### src/rtl/tt_um_hoene_line_pkg.sv
// Shared encodings for the hoene line encoder: line-code modes, FSM states
// and the first-half-bit level function.
package tt_um_hoene_line_pkg;

  localparam logic [1:0] MODE_NRZ    = 2'd0;
  localparam logic [1:0] MODE_THOMAS = 2'd1;
  localparam logic [1:0] MODE_IEEE   = 2'd2;
  localparam logic [1:0] MODE_DIFF   = 2'd3;

  localparam logic [1:0] ST_IDLE   = 2'd0;
  localparam logic [1:0] ST_FIRST  = 2'd1;
  localparam logic [1:0] ST_SECOND = 2'd2;

  // Level of the first half of a bit; prev is the level of the half-bit before it.
  function automatic logic first_level(input logic [1:0] mode, input logic b, input logic prev);
    case (mode)
      MODE_NRZ, MODE_THOMAS: return b;
      MODE_IEEE:             return ~b;
      default:               return prev ^ ~b;
    endcase
  endfunction

endpackage

### src/rtl/tt_um_hoene_halfbit_timer.sv
// Half-bit countdown: loads a length, counts down to zero and holds there;
// expire is high while the count is zero.
module tt_um_hoene_halfbit_timer #(
  parameter int unsigned PW_W = 6
) (
  input  logic            clk,
  input  logic            rst_n,
  input  logic            load,
  input  logic [PW_W-1:0] value,
  output logic            expire
);

  logic [PW_W-1:0] count;

  always_ff @(posedge clk) begin
    if (!rst_n) begin
      count <= '0;
    end else if (load) begin
      count <= value;
    end else if (count != '0) begin
      count <= count - PW_W'(1);
    end
  end

  assign expire = (count == '0);

endmodule

### src/rtl/tt_um_hoene_line_encoder.sv
// Serial line encoder: sends DATA_W-bit words MSB first as NRZ, Manchester
// (Thomas / IEEE) or differential Manchester with a programmable half-bit length.
module tt_um_hoene_line_encoder
  import tt_um_hoene_line_pkg::*;
#(
  parameter int unsigned DATA_W = 8,
  parameter int unsigned PW_W   = 6
) (
  input  logic              clk,
  input  logic              rst_n,
  input  logic              in_valid,
  output logic              in_ready,
  input  logic [DATA_W-1:0] in_word,
  input  logic [1:0]        in_mode,
  input  logic [PW_W-1:0]   in_halfbit,
  output logic              out_data,
  output logic              out_enable,
  output logic              busy
);

  localparam int unsigned IDX_W = $clog2(DATA_W) + 1;

  logic [1:0]        state, state_nx;
  logic [DATA_W-1:0] shift_q, shift_nx, shifted;
  logic [1:0]        mode_q, mode_nx;
  logic [PW_W-1:0]   hb_q, hb_nx;
  logic [IDX_W-1:0]  idx_q, idx_nx;
  logic              data_nx, en_nx, busy_nx;
  logic              ready_en;
  logic              accept;
  logic              load;
  logic [PW_W-1:0]   load_value;
  logic              expire;

  tt_um_hoene_halfbit_timer #(.PW_W(PW_W)) u_timer (
    .clk    (clk),
    .rst_n  (rst_n),
    .load   (load),
    .value  (load_value),
    .expire (expire)
  );

  // ready_en keeps in_ready low until the first cycle after reset is released
  assign in_ready = ready_en & ((state == ST_IDLE) |
                               ((state == ST_SECOND) & (idx_q == '0) & expire));
  assign accept   = in_valid & in_ready;
  assign shifted  = shift_q << 1;

  always_ff @(posedge clk) begin
    if (!rst_n) begin
      state      <= ST_IDLE;
      shift_q    <= '0;
      mode_q     <= MODE_NRZ;
      hb_q       <= '0;
      idx_q      <= '0;
      out_data   <= 1'b0;
      out_enable <= 1'b0;
      busy       <= 1'b0;
      ready_en   <= 1'b0;
    end else begin
      state      <= state_nx;
      shift_q    <= shift_nx;
      mode_q     <= mode_nx;
      hb_q       <= hb_nx;
      idx_q      <= idx_nx;
      out_data   <= data_nx;
      out_enable <= en_nx;
      busy       <= busy_nx;
      ready_en   <= 1'b1;
    end
  end

  // Next state and next line level; out_data doubles as the previous half-bit level
  always_comb begin
    state_nx   = state;
    shift_nx   = shift_q;
    mode_nx    = mode_q;
    hb_nx      = hb_q;
    idx_nx     = idx_q;
    data_nx    = out_data;
    en_nx      = out_enable;
    busy_nx    = busy;
    load       = 1'b0;
    load_value = hb_q;
    if (accept) begin
      state_nx   = ST_FIRST;
      shift_nx   = in_word;
      mode_nx    = in_mode;
      hb_nx      = in_halfbit;
      idx_nx     = IDX_W'(DATA_W - 1);
      data_nx    = first_level(in_mode, in_word[DATA_W-1], out_data);
      en_nx      = 1'b1;
      busy_nx    = 1'b1;
      load       = 1'b1;
      load_value = in_halfbit;
    end else begin
      case (state)
        ST_IDLE: begin
        end
        ST_FIRST: begin
          if (expire) begin
            state_nx = ST_SECOND;
            data_nx  = (mode_q == MODE_NRZ) ? out_data : ~out_data;
            load     = 1'b1;
          end
        end
        ST_SECOND: begin
          if (expire) begin
            if (idx_q != '0) begin
              state_nx = ST_FIRST;
              shift_nx = shifted;
              idx_nx   = idx_q - IDX_W'(1);
              data_nx  = first_level(mode_q, shifted[DATA_W-1], out_data);
              load     = 1'b1;
            end else begin
              state_nx = ST_IDLE;
              data_nx  = 1'b0;
              en_nx    = 1'b0;
              busy_nx  = 1'b0;
            end
          end
        end
        default: begin
          state_nx = ST_IDLE;
          data_nx  = 1'b0;
          en_nx    = 1'b0;
          busy_nx  = 1'b0;
        end
      endcase
    end
  end

endmodule

### config.mk
export PLATFORM = sky130hd
export DESIGN_NAME = tt_um_hoene_line_encoder
export DESIGN_NICKNAME = d
export VERILOG_FILES = /design/src/rtl/tt_um_hoene_line_pkg.sv /design/src/rtl/tt_um_hoene_halfbit_timer.sv /design/src/rtl/tt_um_hoene_line_encoder.sv
export SDC_FILE = /design/constraint.sdc
export NUM_CORES = 1
export LEC_CHECK = 0
export ABC_AREA = 0
export BUFFER_PORTS_ARGS = -buffer_cell sky130_fd_sc_hd__buf_2
export CAP_MARGIN = 0
export CORE_ASPECT_RATIO = 1.1
export CORE_MARGIN = 2
export CORE_UTILIZATION = 35
export CTS_CLUSTER_SIZE = 28
export DETAILED_ROUTE_END_ITERATION = 16
export HOLD_SLACK_MARGIN = 0.1
export PLACE_DENSITY = 0.61
export SYNTH_ARGS = -nofsm -noshare
export SYNTH_HDL_FRONTEND = slang
export SYNTH_SLANG_ARGS = --single-unit
### constraint.sdc
create_clock -name clk -period 3.71 [get_ports clk]
set_input_delay 0.371 -clock clk [delete_from_list [all_inputs] [get_ports clk]]
set_output_delay 0.371 -clock clk [all_outputs]
set_load 0.1 [all_outputs]
==> flow_summary.ini <==
[logic_synthesis]
synth-seq-area-share_pct = 38.4
syn_inst = 192
synth_async_sr_flop_share_pct = 0
synth_top_cell_by_area = dfxtp_1
syn_area_per_cell_um2 = 8.15
yosys_most_used_dff = dfxtp_1
syn-cell-area_mm2 = 0.00156
synth_edf_count = 0
syn_nets = 216
synth_top_area_share_pct = 38.4
synth_area_leaders = dfxtp_1 (38%), nand2_1 (8.2%), a21boi_0 (6.7%)
ys_types = 40
ys_warn_count = 0
ys_ff_latch = 30

[clocking]
cts.repair.resized = 0
clk_path_buf_depth = 2
cts_root_buffer = clkbuf_8
ctsHoldBuffers = 0
cts_sinks = 30
htreeDepth = 2
post_cts.repair.setup_buffers = 0
clk_latency_ns = 0.28
numCtsBuffers = 5
path_clk_slew_ns = 0.06
cts_tree = yes

[sta]
fmax_ghz = 0.412
period_share_pct = 65.4
relSlewSlack_pct = 32.3
finClkSkew_ns = 0.00454
tns_ns = 0
rsz0062_at_grt = false
period_needed_ns = 2.43
setup_viol = 0
finalMaxSlewViolations = 0
report.final.hold_viol_count = 0
worstMarginPinSlew_ns = 1.01

[pwr]
seqPwrFrac_pct = 38.5
p_int_w = 0.000685
ir_drop_v = 0.000309
swShare_pct = 33.8
total_power_w = 0.00103
p_leak_nw = 0.742
p_clk_share_pct = 31.2
p_per_area_mw_per_mm2 = 576
pwr-share-comb_pct = 30.3
power.switching_w = 0.000350

[critical_path]
worstPathArrival_ns = 2.06
worstPathRequired_ns = 3.34
cp-start-kind = register
path_max_fanout = 5
critical_path_class = register to output port
setup.worst_path.end_class = output port

[routing]
post_drt_wl_per_cell_um = 12.8
drc_errors = 0
wl_mm = 3.38
ant_nets = 0
drt_iter0_markers = 30
via_per_inst = 5.15
drtPass1Iterations = 4
vias = 1364

[placed_design]
dp_hpwl_mm = 2.31
gp_congestion = 0.794
io_buffers = 22

[hold_path]
hp-class = primary input to register

[floorplanning]
die_x_um = 67.7
initial_core_util_pct = 36.5
die_h_um = 74.1
core_area_mm2 = 0.00429
dieArea_mm2 = 0.00502
ios = 23
rows = 25

[final_layout]
drive_gt1_share_pct = 15.6
mostFrequentLayoutCells = nand2_1 (34), dfxtp_1 (30), buf_2 (22)
n_antenna_cell = 0
syn_to_final_growth_pct = 14.9
final_common_cell = nand2_1
num-nets-final = 234

[global_route]
grt_pass1_wl_mm = 5.89
grt_pass1_vias = 1333
grtUsageTotal_pct = 15.6
antenna_found_initial = 0
grt_overflow = 0
grt_max_degree = 35

[run]
cap_violations = 0

[status]
status = finished clean
-- power by group through the flow --
stage | registers, W | logic, W | clock network, W
floorplan | 0.000412 | 0.000242 | 0
global placement | 0.000405 | 0.000313 | 0
detailed placement | 0.000405 | 0.000314 | 0
CTS | 0.000398 | 0.000317 | 0.000331
global route | 0.000404 | 0.000360 | 0.000343
finish | 0.000399 | 0.000314 | 0.000322
-- final timing paths --
path	cells past startpoint	slack, ns	start	to
worst max-delay path	6	1.28	u_timer.count[0]$_SDFFE_PN0P_	in_ready
worst min register to register	2	0.47	hb_q[1]$_SDFF_PN0_	hb_q[1]$_SDFF_PN0_
worst min-delay path	2	0.33	in_word[5]	shift_q[5]$_SDFFE_PN0P_
worst max register to register	7	1.31	u_timer.count[0]$_SDFFE_PN0P_	hb_q[0]$_SDFF_PN0_
-- registers in the layout (all words and copies together) (netlist names) --
signal / cells
hb_q: 6
idx_q: 4
ready_en: 1
mode_q: 2
busy: 1
out_data: 1
state: 2
shift_q: 7
u_timer.count: 6
-- final cells by class --
class                   count  area, um^2
clock buffers               7        76.3
clock inverters             1        30.0
fillers                   429        2490
inverters                   8        30.0
multi-input cells         143         882
flip-flops and latches     30         601
well taps                  54        67.6
repair buffers             22         110
-- cell usage after synthesis, types with 4 or more instances --
library cell / n
a21boi_0: 14
nor2_1: 14
nand3_1: 17
o211a_1: 6
clkbuf_1: 5
o21ai_0: 10
nand2_1: 34
dfxtp_1: 30
inv_1: 8
buf_2: 5
ha_1: 5
nor3_1: 4
-- cells by family (layout without fill, tap and decap cells) --
logic type                 count (synthesis)  in the layout  synth area share [%]
buffers and inverters                     19             38                  5.20
muxes                                      3              3                  2.00
DFF                                       30             30                  38.4
xor gates and xnor gates                   4              4                  2.24
AOI/OAI and AO/OA                         49             49                  23.1
adders and majority gates                  5              5                  4.00
and+or+nand+nor                           82             82                  25.0
-- layer usage --
| metal | routed length, um | GRT usage, % | up-vias |
|---|---|---|---|
| li1 | - | - | 710 |
| met1 | 1600 | 18.3 | 629 |
| met2 | 1610 | 26.5 | 18 |
| met3 | 125 | 4.84 | 7 |
| met4 | 50 | 6.12 | 0 |
| met5 | 0 | 0 | - |
-- critical path, cell delays in order, from the launching register on --
cell     delay [ns]
dfxtp_1        0.33
inv_1          0.07
ha_1           0.21
nor3b_1        0.33
a41oi_1        0.22
nor2b_1        0.17
buf_2          0.45
-- stage by stage --
step                std cells  setup WS, ns  utilization, %  hold slack (ns)  area (um^2)
global route              265          1.01            41.9            0.321         1800
CTS                       265          1.26            41.9            0.320         1800
detailed placement        257          1.28            39.4            0.460         1690
floorplan                 192         0.949               -            0.399         1560
finish                    265          1.28            41.9            0.327         1800
global placement          257          1.42            39.4            0.454         1690
Note: power is estimated with default switching activity, not from simulation.
